## config.mk

```make
export PLATFORM = sky130hd
export DESIGN_NAME = mode_sequencer_flat
export DESIGN_NICKNAME = d
export VERILOG_FILES = /design/src/rtl/mode_sequencer_pkg.sv /design/src/rtl/mode_sequencer_if.sv /design/src/rtl/mode_sequencer_btn_debounce.sv /design/src/rtl/mode_sequencer.sv /design/src/flat_wrapper.sv
export SDC_FILE = /design/constraint.sdc
export NUM_CORES = 1
export LEC_CHECK = 0
export CAP_MARGIN = 10
export CORE_UTILIZATION = 25
export DETAILED_ROUTE_END_ITERATION = 6
export PLACE_DENSITY = 0.46
export SYNTH_ARGS = -nofsm -noshare
export SYNTH_HDL_FRONTEND = slang
export SYNTH_HIERARCHICAL = 1
export SYNTH_SLANG_ARGS = --single-unit
```

## constraint.sdc

```tcl
create_clock -name clk -period 2.4 [get_ports clk]
set_input_delay 0.6 -clock clk [delete_from_list [all_inputs] [get_ports clk]]
set_output_delay 0.6 -clock clk [all_outputs]
set_load 0.01 [all_outputs]
```

## src/rtl/mode_sequencer_pkg.sv

```systemverilog
// Shared definitions for the mode sequencer: FSM encodings, flag bundle and a
// width helper.
package mode_sequencer_pkg;

  localparam int unsigned ST_W = 2;
  localparam logic [ST_W-1:0] ST_IDLE   = 2'd0;
  localparam logic [ST_W-1:0] ST_FLUSH  = 2'd1;
  localparam logic [ST_W-1:0] ST_COMMIT = 2'd2;

  typedef struct packed {
    logic flush_req;
    logic mode_changed;
    logic busy;
    logic timeout_err;
  } seq_flags_t;

  // Index width for n values, never below one bit.
  function automatic int unsigned clog2_min1(input int unsigned n);
    return (n <= 2) ? 1 : $clog2(n);
  endfunction

endpackage

```

## src/rtl/mode_sequencer_if.sv

```systemverilog
// Button inputs, flush handshake and mode/status outputs of the mode sequencer.
interface mode_sequencer_if #(
  parameter int unsigned N_MODES = 2
);
  import mode_sequencer_pkg::*;

  localparam int unsigned MODE_W = clog2_min1(N_MODES);

  logic              btn_next;
  logic              btn_prev;
  logic              lock;
  logic              flush_ack;
  logic [MODE_W-1:0] mode;
  logic [N_MODES-1:0] mode_onehot;
  logic              flush_req;
  logic              mode_changed;
  logic              busy;
  logic              timeout_err;

  modport master (
    input  btn_next, btn_prev, lock, flush_ack,
    output mode, mode_onehot, flush_req, mode_changed, busy, timeout_err
  );

  modport slave (
    output btn_next, btn_prev, lock, flush_ack,
    input  mode, mode_onehot, flush_req, mode_changed, busy, timeout_err
  );

endinterface

```

## src/rtl/mode_sequencer_btn_debounce.sv

```systemverilog
// Raw button -> 2-flop sync -> stable-level counter -> one-cycle press pulse.
module mode_sequencer_btn_debounce
  import mode_sequencer_pkg::*;
#(
  parameter int unsigned DB_CYCLES = 2000000
) (
  input  logic clk,
  input  logic rst,
  input  logic btn,
  output logic rise
);

  localparam int unsigned CNT_W = clog2_min1(DB_CYCLES);

  logic             sync1;
  logic             sync2;
  logic             level;
  logic [CNT_W-1:0] cnt_q;

  // Level flips only after DB_CYCLES consecutive disagreeing samples.
  always_ff @(posedge clk or negedge rst) begin
    if (!rst) begin
      sync1 <= 1'b0;
      sync2 <= 1'b0;
      level <= 1'b0;
      rise  <= 1'b0;
      cnt_q <= '0;
    end else begin
      sync1 <= btn;
      sync2 <= sync1;
      rise  <= 1'b0;
      if (sync2 == level) begin
        cnt_q <= '0;
      end else if (cnt_q == CNT_W'(DB_CYCLES - 1)) begin
        cnt_q <= '0;
        level <= sync2;
        rise  <= sync2;
      end else begin
        cnt_q <= cnt_q + CNT_W'(1);
      end
    end
  end

endmodule

```

## src/rtl/mode_sequencer.sv

```systemverilog
// Holds the active operating mode; next/prev presses step it with wrap, after a
// flush handshake (bounded by a timeout) with the engine being left.
module mode_sequencer
  import mode_sequencer_pkg::*;
#(
  parameter int unsigned N_MODES     = 2,
  parameter int unsigned RST_MODE    = 0,
  parameter int unsigned DB_CYCLES   = 2000000,
  parameter int unsigned ACK_TIMEOUT = 1024
) (
  input logic             clk,
  input logic             rst,
  mode_sequencer_if.master bus
);

  localparam int unsigned MODE_W = clog2_min1(N_MODES);
  localparam int unsigned TMO_W  = clog2_min1(ACK_TIMEOUT);
  localparam logic [MODE_W-1:0]  RST_IDX  = MODE_W'(RST_MODE);
  localparam logic [MODE_W-1:0]  LAST_IDX = MODE_W'(N_MODES - 1);
  localparam logic [N_MODES-1:0] RST_OH   = N_MODES'(1) << RST_MODE;

  logic [ST_W-1:0]    state_q, state_d;
  logic [MODE_W-1:0]  mode_q, mode_d;
  logic [MODE_W-1:0]  target_q, target_d;
  logic [N_MODES-1:0] oh_q, oh_d;
  logic [TMO_W-1:0]   tmo_q, tmo_d;
  seq_flags_t         flags_q, flags_d;
  logic               next_rise;
  logic               prev_rise;

  mode_sequencer_btn_debounce #(.DB_CYCLES(DB_CYCLES)) u_next_db (
    .clk  (clk),
    .rst  (rst),
    .btn  (bus.btn_next),
    .rise (next_rise)
  );

  mode_sequencer_btn_debounce #(.DB_CYCLES(DB_CYCLES)) u_prev_db (
    .clk  (clk),
    .rst  (rst),
    .btn  (bus.btn_prev),
    .rise (prev_rise)
  );

  always_ff @(posedge clk or negedge rst) begin
    if (!rst) begin
      state_q  <= ST_IDLE;
      mode_q   <= RST_IDX;
      target_q <= RST_IDX;
      oh_q     <= RST_OH;
      tmo_q    <= '0;
      flags_q  <= '0;
    end else begin
      state_q  <= state_d;
      mode_q   <= mode_d;
      target_q <= target_d;
      oh_q     <= oh_d;
      tmo_q    <= tmo_d;
      flags_q  <= flags_d;
    end
  end

  // Next-state and registered-output values; edges outside IDLE are dropped.
  always_comb begin
    state_d              = state_q;
    mode_d               = mode_q;
    target_d             = target_q;
    oh_d                 = oh_q;
    tmo_d                = tmo_q;
    flags_d              = flags_q;
    flags_d.mode_changed = 1'b0;
    case (state_q)
      ST_IDLE: begin
        if (!bus.lock && (next_rise ^ prev_rise)) begin
          if (next_rise) target_d = (mode_q == LAST_IDX) ? '0 : mode_q + MODE_W'(1);
          else           target_d = (mode_q == '0) ? LAST_IDX : mode_q - MODE_W'(1);
          state_d           = ST_FLUSH;
          tmo_d             = '0;
          flags_d.flush_req = 1'b1;
          flags_d.busy      = 1'b1;
        end
      end
      ST_FLUSH: begin
        if (bus.flush_ack || (tmo_q == TMO_W'(ACK_TIMEOUT - 1))) begin
          state_d              = ST_COMMIT;
          mode_d               = target_q;
          oh_d                 = N_MODES'(1) << target_q;
          flags_d.flush_req    = 1'b0;
          flags_d.mode_changed = 1'b1;
          if (!bus.flush_ack) flags_d.timeout_err = 1'b1;
        end else begin
          tmo_d = tmo_q + TMO_W'(1);
        end
      end
      ST_COMMIT: begin
        state_d      = ST_IDLE;
        flags_d.busy = 1'b0;
      end
      default: begin
        state_d           = ST_IDLE;
        flags_d.flush_req = 1'b0;
        flags_d.busy      = 1'b0;
      end
    endcase
  end

  assign bus.mode         = mode_q;
  assign bus.mode_onehot  = oh_q;
  assign bus.flush_req    = flags_q.flush_req;
  assign bus.mode_changed = flags_q.mode_changed;
  assign bus.busy         = flags_q.busy;
  assign bus.timeout_err  = flags_q.timeout_err;

endmodule

```

## src/flat_wrapper.sv

```systemverilog
// flat-port wrapper written by rule: the top's interface ports become plain ports
module mode_sequencer_flat import mode_sequencer_pkg::*;
#(
  parameter int unsigned N_MODES     = 2,
  parameter int unsigned RST_MODE    = 0,
  parameter int unsigned DB_CYCLES   = 2000000,
  parameter int unsigned ACK_TIMEOUT = 1024
)
  (clk, rst, bus_btn_next, bus_btn_prev, bus_lock, bus_flush_ack, bus_mode, bus_mode_onehot, bus_flush_req, bus_mode_changed, bus_busy, bus_timeout_err);
  mode_sequencer_if #(.N_MODES(N_MODES)) bus_i ();
  input logic clk;
  input logic rst;
  input wire logic [$bits(bus_i.btn_next)-1:0] bus_btn_next;
  input wire logic [$bits(bus_i.btn_prev)-1:0] bus_btn_prev;
  input wire logic [$bits(bus_i.lock)-1:0] bus_lock;
  input wire logic [$bits(bus_i.flush_ack)-1:0] bus_flush_ack;
  output wire logic [$bits(bus_i.mode)-1:0] bus_mode;
  output wire logic [$bits(bus_i.mode_onehot)-1:0] bus_mode_onehot;
  output wire logic [$bits(bus_i.flush_req)-1:0] bus_flush_req;
  output wire logic [$bits(bus_i.mode_changed)-1:0] bus_mode_changed;
  output wire logic [$bits(bus_i.busy)-1:0] bus_busy;
  output wire logic [$bits(bus_i.timeout_err)-1:0] bus_timeout_err;
  assign bus_i.btn_next = bus_btn_next;
  assign bus_i.btn_prev = bus_btn_prev;
  assign bus_i.lock = bus_lock;
  assign bus_i.flush_ack = bus_flush_ack;
  assign bus_mode = bus_i.mode;
  assign bus_mode_onehot = bus_i.mode_onehot;
  assign bus_flush_req = bus_i.flush_req;
  assign bus_mode_changed = bus_i.mode_changed;
  assign bus_busy = bus_i.busy;
  assign bus_timeout_err = bus_i.timeout_err;
  mode_sequencer #(.N_MODES(N_MODES), .RST_MODE(RST_MODE), .DB_CYCLES(DB_CYCLES), .ACK_TIMEOUT(ACK_TIMEOUT)) u_core (.clk(clk), .rst(rst), .bus(bus_i));
endmodule
```

==> Word level (Yosys, flattened, before mapping) <==
Index checks and enable logic that the tools add are counted.
{ "totals": {"wordCells": 77, "register_bits": 70} }
{ "classes": {"mux": 22, "reduce_logical": 14, "add_sub_neg": 5, "bitwise": 6, "n_eq_ne": 10, "n_shift": 1} }
{ "op_table": {"columns": ["op", "count"], "rows": [
  ["two-way mux 21 bit", 4],
  ["adder 21 x 1 -> 21 bit (second input constant)", 2],
  ["== test 21 bit (second input constant)", 2],
  ["two-way mux 10 bit", 2],
  ["one-hot mux 10 bit (2 select lines)", 1],
  ["AND reduction 2 bit", 6],
  ["adder 10 x 1 -> 10 bit (second input constant)", 1],
  ["== test 10 bit (second input constant)", 1],
  ["two-way mux 1 bit", 9],
  ["AND reduction 3 bit", 3],
  ["two-way mux 2 bit", 3],
  ["NOT 1 bit", 5],
  ["!= test 2 x 1 -> 1 bit (second input constant)", 2],
  ["one-hot mux 2 bit (2 select lines)", 1],
  ["one-hot mux 1 bit (3 select lines)", 1],
  ["== test 1 bit", 2],
  ["== test 2 x 1 -> 1 bit (second input constant)", 1],
  ["== test 2 bit (second input constant)", 1],
  ["logical NOT 2 bit", 1],
  ["!= test 2 bit (second input constant)", 1],
  ["one-hot mux 1 bit (2 select lines)", 1],
  ["nonzero test 2 bit", 1],
  ["<< shifter 1 x 1 -> 2 bit (first input constant)", 1],
  ["adder 1 bit (second input constant)", 1],
  ["5 further kinds", 5]
]} }

==> Logic depth before layout (Yosys ltp) <==
Gate-level depths: netlist of the first run.
{ "depth": {"depth_word": 4, "mapped_depth": 6} }

==> Modules after synthesis <==
Netlist of the first run, hierarchy kept.
{ "by_module_without_submodules": {"columns": ["module", "instances", "area_per_inst_um2", "cells_per_inst"], "rows": [
  ["mode_sequencer_btn_debounce", 2, 1211.2, 120],
  ["mode_sequencer", 1, 913.4, 83]
]} }

==> Worst setup path after synthesis of the first run <==
Ideal clock, no wire load.
{ "synth_timing": {"path_kind": "register to register", "startpoint": "register u_core.u_next_db.cnt_q[0]", "endpoint": "register u_core.u_next_db.cnt_q[10]", "setup_time_ns": 0.121, "path_stages_with_launch": 7, "n_path_buf": 1, "setup_slack_ns": 0.501, "t_arrival_ns": 1.778, "period_less_slack_ns": 1.899, "required_ns": 2.279, "path_cell_list": "dfrtp_1 -> ha_1 -> and4_1 -> nand3_1 -> o31ai_4 -> buf_2 -> nor2_1"} }
{ "synth_between": {"elab_chain_len": 3, "word_cells_on_any_way": 4, "cone_classes": "add/sub: 1; eq/ne: 1; mux: 2"} }
{ "synth_lines": {"columns": ["element", "line", "rtl"], "rows": [
  ["start: declaration", "mode_sequencer_btn_debounce.sv:18", "logic [CNT_W-1:0] cnt_q;"],
  ["start signal: assignment", "mode_sequencer_btn_debounce.sv:39", "cnt_q <= cnt_q + CNT_W'(1);"],
  ["adder 21 x 1 -> 21 bit or == test 21 bit (tied branches)", "mode_sequencer_btn_debounce.sv:39, mode_sequencer_btn_debounce.sv:34", null],
  ["two-way mux 21 bit (*)", "mode_sequencer_btn_debounce.sv:34", "end else if (cnt_q == CNT_W'(DB_CYCLES - 1)) begin"],
  ["two-way mux 21 bit (*)", "mode_sequencer_btn_debounce.sv:32", "if (sync2 == level) begin"]
]} }
Mark *: on every way between the ends. The rest lies on a longest branch, timed or not.
A chain may end at the register's enable or synchronous reset.

==> Worst setup path in the final report of the first run <==
{ "layout_timing": {"startpoint": "register u_core.u_next_db.cnt_q[0]", "endpoint": "register u_core.u_next_db.cnt_q[14]"} }
The elaborated chain is that of the path after synthesis.

==> run_results.csv, run 1 <==
group,metric,value,unit
outcome,outcome,"finished, final reports clean",
finish,synthToLayoutAreaGrowth,18.3,%
logic_synthesis,synth_nets,332,
power_and_ir_drop,finalPower,2.55,mW
logic_synthesis,synth-async-reset-ratio,100,%
worst_hold_path,min_path_type,"in2async",
global_routing,antenna_found_initial,0,
sta,hold_viol,0,
clock_tree,clock-sinks,69,
placement,portBuffers,12,
logic_synthesis,syn_area,3340,um2
clock_tree,cts_buffers,9,
die,initial_core_util,26.0,%
logic_synthesis,synth_area_leaders,"dfrtp_1, xnor2_1, xor2_1",
detailed_routing,dr.pass1.iters,4,
sta,setup_viol,0,
clock_tree,cts_tree,"yes",
setup_path,cp-start-kind,"register",
clock_tree,ctsHoldBuffers,0,
setup_path,cp.required,2.66,ns
setup_path,worstSetupPathType,"reg2reg",
power_and_ir_drop,peakVddDrop,0.310,mV
detailed_routing,route.detailed.drc,0,
clock_tree,cts_root_buffer,"clkbuf_16",
finish,fin_area,3950,um2
detailed_routing,wire_per_inst,12.5,um
die,io_pins,13,
sta,layout_min_cycle_time,2.03,ns
logic_synthesis,yosys_warnings,6,
global_routing,grt_pass1_wl,11300,um
die,core-area,12800,um2
setup_path,crit_path_max_fanout,10,
clock_tree,cts_resized,0,
placement,gp_congestion,0.718,
detailed_routing,via_per_inst,4.65,
placement,postPlaceCellArea,3670,um2
logic_synthesis,syn_inst,323,
detailed_routing,via_count,2403,
finish,utilization,30.8,%
clock_tree,cts_setup_buffers,0,
logic_synthesis,synth_most_common_cell,"dfrtp_1",
finish,stdcell_count,517,
die,die-area,13800,um2
clock_tree,clk_pin_slew,0.06,ns
logic_synthesis,yosys.area.top_type,"dfrtp_1",
clock_tree,clock_path_buffers,2,
finish,layout-drive-gt1-share,9.86,%
sta,drv_slew,0,
sta,finalCritPeriodShare,84.6,%
global_routing,track_usage,10.2,%
power_and_ir_drop,p_per_area,647,nW/um2
die,row_count,41,
logic_synthesis,yosysSeqAreaShare,51.8,%
global_routing,grt_max_degree,45,
clock_tree,clock_latency,0.33,ns
placement,dp.cells,502,
detailed_routing,wirelength,6490,um
run,drv_cap,0,
finish,fillers,1349,
global_routing,grt_pass1_vias,2311,
logic_synthesis,synth.top_cell.area_share,51.0,%
sta,skew,0.00691,ns
logic_synthesis,ys_ff_latch,69,
logic_synthesis,synth_area_per_cell,10.3,um2
setup_path,endpoint_kind,"register",
sta,slew_headroom,65.5,%
logic_synthesis,yosysUniqueCellTypes,50,
global_routing,grt-ovfl-total,0,
sta,fin_ws,0.370,ns
sta,rsz0062_at_grt,"false",
die,die_y,118,um
logic_synthesis,synth_common_cells,"dfrtp_1, nor2_1, a21oi_1, nand2_1, nand3_1",
sta,hold_slack,0.178,ns
die,die_w,118,um
detailed_routing,drtIter0Drc,84,
sta,timing.setup.tns,0,ns
setup_path,cp.arrival,2.29,ns
placement,pre_cts_ws,0.328,ns
detailed_routing,antenna_left,0,
sta,worstMarginPinSlew,0.513,ns
clock_tree,ctsHtreeMaxLevel,3,
placement,dp_hpwl,4400,um
finish,diodes,0,
logic_synthesis,synth_edf_count,0,
sta,clock.fmax,493,MHz
finish,nets,350,
power_and_ir_drop,leakage,1.54,nW
logic_synthesis,ys.flop_type,"dfrtp_1",
## cell usage in the layout (no fill, tap or decap), types with 4 or more instances in the layout
master | synthesis | routed
a21oi_1 | 20 | 20
and4_1 | 4 | 4
buf_4 | 1 | 6
clkbuf_16 | 0 | 9
clkdlybuf4s50_1 | 0 | 11
dfrtp_1 | 68 | 68
inv_1 | 16 | 16
nand2_1 | 19 | 19
nand3_1 | 19 | 19
nand4_1 | 9 | 9
nor2_1 | 28 | 28
nor3_1 | 5 | 5
nor4_1 | 6 | 6
nor4b_1 | 4 | 4
o21ai_0 | 11 | 11
o31ai_1 | 15 | 15
or3_1 | 6 | 6
or4_1 | 14 | 14
xnor2_1 | 13 | 13
xor2_1 | 13 | 13
## worst paths after layout
| path | from | end | slack [ns] | cells after the start |
|---|---|---|---|---|
| hold / removal | rst | u_core/tmo_q[9]$_DFFE_PN0P_ | 0.18 | 1 |
| setup / recovery | u_core/u_next_db/cnt_q[0]$_DFF_PN0_ | u_core/u_next_db/cnt_q[14]$_DFF_PN0_ | 0.37 | 5 |
| setup reg to reg | u_core/u_next_db/cnt_q[0]$_DFF_PN0_ | u_core/u_next_db/cnt_q[14]$_DFF_PN0_ | 0.37 | 5 |
| hold reg to reg | u_core/u_next_db/sync1$_DFF_PN0_ | u_core/u_next_db/sync2$_DFF_PN0_ | 0.35 | 0 |
| min in group clk | u_core/u_next_db/sync1$_DFF_PN0_ | u_core/u_next_db/sync2$_DFF_PN0_ | 0.35 | 0 |
| max in group asynchronous | rst | u_core/u_next_db/sync1$_DFF_PN0_ | 1.67 | 2 |
## cells by family (layout without fill, tap and decap cells)
kind of cell    Yosys count  count (layout)  share of synthesized area, %
buf+inv                  28              50                          3.68
compound gates           61              61                          12.6
mux                       4               4                          1.31
xor+xnor                 26              26                          6.83
flops                    69              69                          51.8
fa+ha+maj                 3               3                          1.13
simple gates            132             132                          22.7
## critical path, stage by stage (launching register included)
cell and delay [ns]:
dfrtp_1 0.38, ha_1 0.24, and4_1 0.26, nand3_1 0.33, or4_1 0.60, a21oi_1 0.15
## power by group
group          switching [mW]  leakage [nW]  internal, mW
Sequential             0.0196         0.937          1.19
Combinational          0.0569         0.463        0.0418
Clock                   0.471         0.139         0.777
Total                   0.548          1.54          2.01
## flip-flops by register name, summed over array words and instances (netlist names)
name,cells
u_core/bus.mode,1
u_core/bus.flush_req,1
u_core/bus.mode_onehot,1
u_core/u_next_db/cnt_q,21
u_core/target_q,1
u_core/u_next_db/level,1
u_core/bus.timeout_err,1
u_core/u_prev_db/sync2,1
u_core/u_next_db/sync1,1
u_core/state_q,2
u_core/u_next_db/sync2,1
u_core/bus.busy,1
u_core/u_prev_db/sync1,1
u_core/bus.mode_changed,1
u_core/u_next_db/rise,1
u_core/u_prev_db/level,1
u_core/tmo_q,10
u_core/u_prev_db/cnt_q,21
u_core/u_prev_db/rise,1
## cell type report
type / count / area (um2) / area share (%)
Sequential cell: 69 / 1730 / 43.8
Multi-Input combinational cell: 226 / 1490 / 37.6
Clock buffer: 14 / 274 / 6.94
Tap cell: 172 / 215 / 5.45
Timing Repair Buffer: 18 / 175 / 4.44
Inverter: 17 / 63.8 / 1.62
Clock inverter: 1 / 5.00 / 0.127
## routing by layer
layer  part of all wire [%]  up-vias  track usage [%]
met5                      0        -                0
met4                    1.2        0             4.09
met3                    2.9        4             3.44
met2                     45       26             15.2
met1                     50     1159             13.6
li1                       -     1214                -
Power figures use the tool's default switching activity.
==> inputs of run 2 (changes only) <==
==> constraint.sdc (replaced) <==
create_clock -name clk -period 2.1 [get_ports clk]
set_input_delay 0.525 -clock clk [delete_from_list [all_inputs] [get_ports clk]]
set_output_delay 0.525 -clock clk [all_outputs]
set_load 0.01 [all_outputs]
==> run_results.csv, run 2 (synthesis gave the netlist of run 1 again) <==
group,metric,value,unit
sta,slew_headroom,66.9,%
setup_path,cp-start-kind,"register",
sta,clock.fmax,511,MHz
die,die_w,118,um
run,drv_cap,0,
detailed_routing,dr.pass1.iters,4,
die,io_pins,13,
setup_path,r2r-end,"u_core/u_next_db/cnt_q[19]$_DFF_PN0_",
clock_tree,ctsHtreeMaxLevel,3,
power_and_ir_drop,power_frac_seq,46.5,%
power_and_ir_drop,swShare,20.7,%
sta,drv_slew,0,
die,die_y,118,um
clock_tree,clock-sinks,69,
power_and_ir_drop,peakVddDrop,0.332,mV
power_and_ir_drop,leakage,1.59,nW
clock_tree,clock_latency,0.33,ns
global_routing,grt-ovfl-total,0,
worst_hold_path,min_path_type,"in2async",
finish,synthToLayoutAreaGrowth,20.8,%
finish,top_regs,"u_core/u_next_db/cnt_q: 21 flops, u_core/u_prev_db/cnt_q: 21 flops, u_core/tmo_q: 10 flops",
detailed_routing,wirelength,6430,um
setup_path,worstRegToRegCells,4,
clock_tree,cts_setup_buffers,0,
sta,setup_viol,0,
placement,gp_congestion,0.715,
setup_path,cp.arrival,2.21,ns
clock_tree,cts_tree,"yes",
setup_path,endpoint_kind,"register",
clock_tree,cts_resized,0,
global_routing,antenna_found_initial,0,
clock_tree,cts_buffers,9,
setup_path,r2r_slack,0.14,ns
power_and_ir_drop,intPower,2.35,mW
sta,layout_min_cycle_time,1.96,ns
setup_path,crit_path_max_fanout,8,
power_and_ir_drop,p_clk_share,49.3,%
finish,nets,359,
outcome,outcome,"finished, final reports clean",
die,initial_core_util,26.0,%
global_routing,grt_pass1_wl,11900,um
detailed_routing,via_count,2439,
detailed_routing,via_per_inst,4.65,
sta,hold_viol,0,
setup_path,worstSetupPathType,"reg2reg",
clock_tree,ctsHoldBuffers,0,
detailed_routing,wire_per_inst,12.2,um
detailed_routing,route.detailed.drc,0,
global_routing,grt_max_degree,37,
die,die-area,13800,um2
die,row_count,41,
global_routing,grt_pass1_vias,2467,
global_routing,track_usage,10.7,%
finish,layout_common_cells,"dfrtp_1, nor2_1, a21oi_1",
finish,layout-drive-gt1-share,11.9,%
placement,dp_hpwl,4440,um
sta,timing.setup.tns,0,ns
sta,rsz0062_at_grt,"false",
finish,multiInputGateArea,1490,um2
detailed_routing,drtIter0Drc,142,
finish,mostFrequentLayoutCell,"dfrtp_1",
sta,finalCritPeriodShare,93.2,%
setup_path,cp.required,2.35,ns
finish,fillers,1342,
clock_tree,clk_pin_slew,0.06,ns
power_and_ir_drop,p_sw,0.612,mW
clock_tree,clock_path_buffers,2,
die,core-area,12800,um2
power_and_ir_drop,p_per_area,735,nW/um2
clock_tree,cts_root_buffer,"clkbuf_16",
finish,utilization,31.4,%
sta,skew,0.0109,ns
finish,diodes,0,
setup_path,crit-reg2reg-launch,"u_core/u_next_db/cnt_q[8]$_DFF_PN0_",
sta,worstMarginPinSlew,0.493,ns
power_and_ir_drop,finalPower,2.96,mW
placement,portBuffers,12,
detailed_routing,antenna_left,0,
finish,register_area,1730,um2
power_and_ir_drop,p_comb_share,4.2,%
[run 2: layer usage]
metal	GRT usage (%)	up-vias	share of wire, %
met5	0	-	0
met4	4.81	0	1.9
met3	3.15	9	3.0
met2	16.3	27	44
met1	14.0	1173	51
li1	-	1230	-
[run 2: power groups by stage]
stage	Sequential [mW]	Combinational, mW	Clock, mW
after floorplan	1.40	0.0452	0
after global placement	1.40	0.128	0
after detailed placement	1.40	0.129	0
after CTS	1.38	0.129	1.52
after global routing	1.38	0.147	1.57
final	1.38	0.124	1.46
[run 2: how the worst max path moves through the flow]
stage	from	to	slack (ns)	cells after the start
4_1_cts	u_core/u_next_db/cnt_q[8]$_DFF_PN0_	u_core/u_next_db/cnt_q[19]$_DFF_PN0_	0.13	4
3_5_place_dp	bus_lock	u_core/tmo_q[2]$_DFFE_PN0P_	0.11	4
3_3_place_gp	bus_lock	u_core/tmo_q[2]$_DFFE_PN0P_	0.11	4
5_1_grt	u_core/u_next_db/cnt_q[0]$_DFF_PN0_	u_core/u_next_db/cnt_q[14]$_DFF_PN0_	0.05	6
6_report	u_core/u_next_db/cnt_q[8]$_DFF_PN0_	u_core/u_next_db/cnt_q[19]$_DFF_PN0_	0.14	4
2_1_floorplan	u_core/u_next_db/cnt_q[0]$_DFF_PN0_	u_core/u_next_db/cnt_q[10]$_DFF_PN0_	0.20	6
[run 2: layout make-up]
type / count / share of cell area [%]
flip-flops and latches: 69 / 42.9
multi-input cells: 226 / 36.9
repair buffers: 27 / 6.34
clock buffers: 12 / 6.12
well taps: 172 / 5.34
inverters: 17 / 1.58
clock inverters: 2 / 0.870
[run 2: critical path: stages, from the launching register on]
cell     delay (ns)
dfrtp_1        0.43
nand3_2        0.12
or4_1          0.66
or4_1          0.51
a21oi_1        0.15
[run 2: through the flow]
stage	cells	cell area (um2)	setup WS (ns)	hold slack (ns)
after global placement	511	3750	0.108	0.334
final	525	4030	0.142	0.151
after floorplan	323	3340	0.201	0.229
after global routing	525	4030	0.0475	0.186
after detailed placement	511	3750	0.113	0.335
after CTS	525	4030	0.130	0.166
==> inputs of run 3 (changes only) <==
--- a/config.mk
+++ b/config.mk
@@ -6,9 +6,11 @@
 export NUM_CORES = 1
 export LEC_CHECK = 0
 export CAP_MARGIN = 10
+export CELL_PAD_IN_SITES_DETAIL_PLACEMENT = 0
+export CELL_PAD_IN_SITES_GLOBAL_PLACEMENT = 1
 export CORE_UTILIZATION = 25
 export DETAILED_ROUTE_END_ITERATION = 6
-export PLACE_DENSITY = 0.46
+export PLACE_DENSITY = 0.53
 export SYNTH_ARGS = -nofsm -noshare
 export SYNTH_HDL_FRONTEND = slang
 export SYNTH_HIERARCHICAL = 1
==> run_results.csv, run 3 (synthesis gave the netlist of run 1 again) <==
group,metric,value,unit
outcome,outcome,"finished, final reports clean",
sta,drv_slew,0,
setup_path,worstPathCellList,"nand3_2, or4_1, or4_1, a21oi_1",
die,core-area,12800,um2
die,initial_core_util,26.0,%
placement,dp_hpwl,4620,um
detailed_routing,wirelength,6820,um
power_and_ir_drop,finalPower,2.93,mW
sta,worstMarginPinSlew,0.498,ns
die,die_w,118,um
die,io_pins,13,
global_routing,grt-ovfl-total,0,
setup_path,crit_buf_inv,0,
power_and_ir_drop,p_clk_share,48.7,%
setup_path,crit_path_max_incr_delay,0.66,ns
power_and_ir_drop,leakage,1.61,nW
clock_tree,cts_buffers,9,
clock_tree,cts_resized,0,
power_and_ir_drop,swShare,21.2,%
setup_path,cp.arrival,2.17,ns
global_routing,grt_max_degree,38,
clock_tree,cts_root_buffer,"clkbuf_16",
worst_hold_path,min_path_type,"in2async",
setup_path,cp-start-kind,"register",
power_and_ir_drop,p_comb_share,4.3,%
sta,layout_min_cycle_time,1.92,ns
setup_path,path_delay_family,"simple AND/OR/NAND/NOR gates",
sta,setup_viol,0,
sta,hold_viol,0,
power_and_ir_drop,p_per_area,721,nW/um2
sta,finalCritPeriodShare,91.3,%
detailed_routing,drtIter0Drc,117,
finish,layout-drive-gt1-share,12.6,%
clock_tree,clock_latency,0.33,ns
finish,synthToLayoutAreaGrowth,21.6,%
power_and_ir_drop,intPower,2.31,mW
detailed_routing,route.detailed.drc,0,
finish,diodes,0,
global_routing,grt_pass1_vias,2489,
finish,mostFrequentLayoutCell,"dfrtp_1",
clock_tree,clock_path_buffers,2,
clock_tree,clk_pin_slew,0.05,ns
clock_tree,ctsHoldBuffers,0,
die,die_y,118,um
detailed_routing,antenna_left,0,
run,drv_cap,0,
setup_path,cp_slowest_cell,"or4_1",
clock_tree,clock-sinks,69,
global_routing,antenna_found_initial,0,
finish,nets,361,
die,die-area,13800,um2
clock_tree,cts_setup_buffers,0,
die,row_count,41,
setup_path,crit_path_max_fanout,8,
detailed_routing,via_per_inst,4.70,
sta,clock.fmax,522,MHz
clock_tree,cts_tree,"yes",
global_routing,grt_pass1_wl,12000,um
sta,timing.setup.tns,0,ns
detailed_routing,via_count,2488,
placement,gp_congestion,0.716,
setup_path,worstSetupPathType,"reg2reg",
sta,slew_headroom,66.5,%
setup_path,cp.required,2.36,ns
global_routing,track_usage,10.9,%
setup_path,endpoint_kind,"register",
finish,layout_common_cells,"dfrtp_1, nor2_1, a21oi_1",
setup_path,r2r_slack,0.18,ns
sta,rsz0062_at_grt,"false",
setup_path,critPathMostFrequentCell,"or4_1",
detailed_routing,dr.pass1.iters,4,
clock_tree,ctsHtreeMaxLevel,3,
finish,utilization,31.6,%
sta,skew,0.00719,ns
power_and_ir_drop,p_sw,0.619,mW
finish,top_regs,"u_core/u_next_db/cnt_q: 21 flops, u_core/u_prev_db/cnt_q: 21 flops, u_core/tmo_q: 10 flops",
power_and_ir_drop,power_frac_seq,47.1,%
detailed_routing,wire_per_inst,12.9,um
placement,portBuffers,12,
power_and_ir_drop,peakVddDrop,0.362,mV
run 3: power by group through the flow:
stage / registers [mW] / clock network, mW / logic, mW
finish: 1.38 / 1.42 / 0.125
global route: 1.38 / 1.53 / 0.144
CTS: 1.38 / 1.48 / 0.131
detailed placement: 1.40 / 0 / 0.130
global placement: 1.40 / 0 / 0.130
floorplan: 1.40 / 0 / 0.0452
run 3: worst paths after layout:
| path | from | endpoint | depth (start not counted) |
|---|---|---|---|
| setup reg to reg | u_core/u_prev_db/cnt_q[9]$_DFF_PN0_ | u_core/u_prev_db/cnt_q[19]$_DFF_PN0_ | 4 |
| hold reg to reg | u_core/u_next_db/sync1$_DFF_PN0_ | u_core/u_next_db/sync2$_DFF_PN0_ | 0 |
| hold / removal | rst | u_core/tmo_q[9]$_DFFE_PN0P_ | 1 |
| min in group clk | u_core/u_next_db/sync1$_DFF_PN0_ | u_core/u_next_db/sync2$_DFF_PN0_ | 0 |
| max in group asynchronous | rst | u_core/bus.mode_onehot[0]$_DFFE_PN1P_ | 2 |
| setup / recovery | u_core/u_prev_db/cnt_q[9]$_DFF_PN0_ | u_core/u_prev_db/cnt_q[19]$_DFF_PN0_ | 4 |
run 3: stage by stage:
step | cell area (um2) | hold WS (ns) | setup slack [ns] | instances
after floorplan | 3340 | 0.229 | 0.201 | 323
after global placement | 3770 | 0.343 | 0.102 | 513
after detailed placement | 3770 | 0.335 | 0.107 | 513
after CTS | 4060 | 0.155 | 0.168 | 529
after global routing | 4060 | 0.181 | 0.0596 | 529
final | 4060 | 0.142 | 0.183 | 529
run 3: layout make-up:
type | instances | area [um2]
sequential | 69 | 1730
fill | 1326 | 8770
tap | 172 | 215
clock inverter | 1 | 5.00
multi-input combinational | 226 | 1490
clock buffer | 15 | 278
inverter | 17 | 63.8
timing repair buffer | 29 | 283
run 3: routing by layer:
layer | vias up | GRT usage [%] | wire length, um
met4 | 0 | 5.77 | 130
met1 | 1209 | 14.2 | 3480
met5 | - | 0 | 0
li1 | 1241 | - | -
met3 | 8 | 2.62 | 180
met2 | 30 | 16.8 | 3020
==> variant: new RTL, settings of run 2 <==
`DB_CYCLES` is set to 2000000 in 3 places; all go to 4000000.
--- a/src/rtl/mode_sequencer_btn_debounce.sv
+++ b/src/rtl/mode_sequencer_btn_debounce.sv
@@ -4,3 +4,3 @@
 #(
-  parameter int unsigned DB_CYCLES = 2000000
+  parameter int unsigned DB_CYCLES = 4000000
 ) (
--- a/src/rtl/mode_sequencer.sv
+++ b/src/rtl/mode_sequencer.sv
@@ -7,3 +7,3 @@
   parameter int unsigned RST_MODE    = 0,
-  parameter int unsigned DB_CYCLES   = 2000000,
+  parameter int unsigned DB_CYCLES   = 4000000,
   parameter int unsigned ACK_TIMEOUT = 1024
--- a/src/flat_wrapper.sv
+++ b/src/flat_wrapper.sv
@@ -5,3 +5,3 @@
   parameter int unsigned RST_MODE    = 0,
-  parameter int unsigned DB_CYCLES   = 2000000,
+  parameter int unsigned DB_CYCLES   = 4000000,
   parameter int unsigned ACK_TIMEOUT = 1024
Behaviour: no difference found for any inputs over 10 cycles, from zero or initial values and one cycle with rst low; that may be too few to reach the edited logic, so the function may still have changed.
==> variant against run 2 <==
  * Sequential cell count grew 2
  * Worst setup slack gained 0.042 ns
  * Final area grew 1.1%
  * Die area grew 3.5%
  * Register-to-register slack gained 0.15 ns
  * Routed wire length grew 5.1%
  * Power grew 2.1%
  * Hold slack lost 0.13 ns
  * Count of clock-buffer cells in the layout grew 1
  * Critical path depth shrank 3
  * Fmax grew 2.2%
  * Global-route usage shrank 0.31 points
  * Synthesized area grew 3.6%
  * Largest power group unchanged
==> variant: results (changes against run 2) <==
Status
  – Status: completed

Setup path
  – Worst Setup SP: u_core/bus.mode_onehot[0]$_DFFE_PN1P_
  – R2R setup slack: 0.29 ns (+0.15 ns)
  – Kind of critical path: flop to output pin
  – Reg2Reg Depth: 5 (+1)
  – WP data arrival: 1.39 ns (-0.82 ns)
  – Crit-path max cell delay: 0.53 ns (-0.13 ns)
  – Reg2reg end: u_core/bus.mode$_DFFE_PN0P_
  – Critical path peak fanout: 2 (-6)
  – Crit path max-delay cell type: dfstp_2

Routing
  – DR iter-0 viols: 213 (+50%)
  – Via count: 2419 (-0.82%)
  – Routed wire per std cell: 12.8 um (+4.9%)

Place
  – Post-DP Area: 3780 um2 (+0.80%)
  – Final HPWL DP: 4400 um (-0.95%)
  – Placed cells: 510 (-0.20%)

GRT
  – First-pass GRT wire length: 11700 um (-1.1%)
  – Largest net degree at the start of global routing: 63 (+70%)
  – Overall routing resource usage: 0.104 (-0.00308)

Final layout
  – Area growth syn-to-layout: 17.8%
  – Share of layout cells above drive strength 1: 0.134 (+0.0153)
  – Largest regs: u_core/u_next_db/cnt_q: 22 flops, u_core/u_prev_db/cnt_q: 22 flops, u_core/tmo_q: 10 flops
  – Post-route insts no fill: 526 (+0.19%)

Yosys
  – Syn avg cell area: 10.6 um2 (+2.3%)
  – Post-synth top cells: 70 x dfrtp_1, 34 x nor2_1, 25 x nand3_1, 17 x o21ai_0
  – Syn Nets: 336 (+1.2%)
  – Count of different cell masters after synthesis: 51 (+2.0%)
  – XOR/XNOR share of the synthesized area: 0.0760 (+0.00776)
  – Ys flop type: dfrtp_1
  – Compound-cell area share of the yosys netlist: 0.107 (-0.0188)

Pwr
  – Psw: 0.657 mW (+7.4%)
  – Leak Pwr: 1.73 nW (+9.1%)
  – Total power: 3.02 mW (+2.1%)
  – Combinational share of power: 0.039 (-0.003)

Timing
  – Clock skew: 0.00627 ns (-0.00465 ns)
==> variant: cell types whose count changed after synthesis, moves of 6 or more <==
| cell | change |
|---|---|
| a21oi_1 | -6 |
| o31ai_1 | -8 |
| or4_1 | -12 |
| nor2_1 | +6 |
| and3_1 | +6 |
| o21ai_0 | +6 |
| nand2_1 | -6 |
| nand3_1 | +6 |
==> variant: cell type report <==
type                       count  share of cell area
sequential                    71               0.437
tap                          176              0.0541
multi-input combinational    230               0.380
clock inverter                 3             0.00369
inverter                      15              0.0138
timing repair buffer          18              0.0430
clock buffer                  13              0.0688
==> variant: how the worst min path moves through the flow <==
stage / startpoint / endpoint / slack (ns) / cells after the start
detailed placement: u_core/u_next_db/sync1$_DFF_PN0_ / u_core/u_next_db/sync2$_DFF_PN0_ / 0.33 / 0
finish: rst / u_core/u_next_db/cnt_q[20]$_DFF_PN0_ / 0.02 / 1
floorplan: rst / u_core/bus.busy$_DFFE_PN0P_ / 0.23 / 0
global placement: u_core/u_next_db/sync1$_DFF_PN0_ / u_core/u_next_db/sync2$_DFF_PN0_ / 0.33 / 0
global route: rst / u_core/u_next_db/cnt_q[20]$_DFF_PN0_ / 0.02 / 1
CTS: rst / u_core/u_next_db/cnt_q[20]$_DFF_PN0_ / 0.02 / 1
==> variant: layer usage <==
layer,GRT usage,vias up,part of all wire
li1,-,1207,-
met1,0.137,1176,0.51
met2,0.160,27,0.44
met3,0.0299,9,0.030
met4,0.0398,0,0.016
met5,0,-,0
==> variant: stage by stage <==
| stage | setup WS [ns] | utilization |
|---|---|---|
| 4_1_cts | 0.172 | 0.305 |
| 3_5_place_dp | 0.102 | 0.283 |
| 5_1_grt | 0.110 | 0.305 |
| 3_3_place_gp | 0.109 | 0.283 |
| 6_report | 0.184 | 0.305 |
| 2_1_floorplan | 0.434 | - |
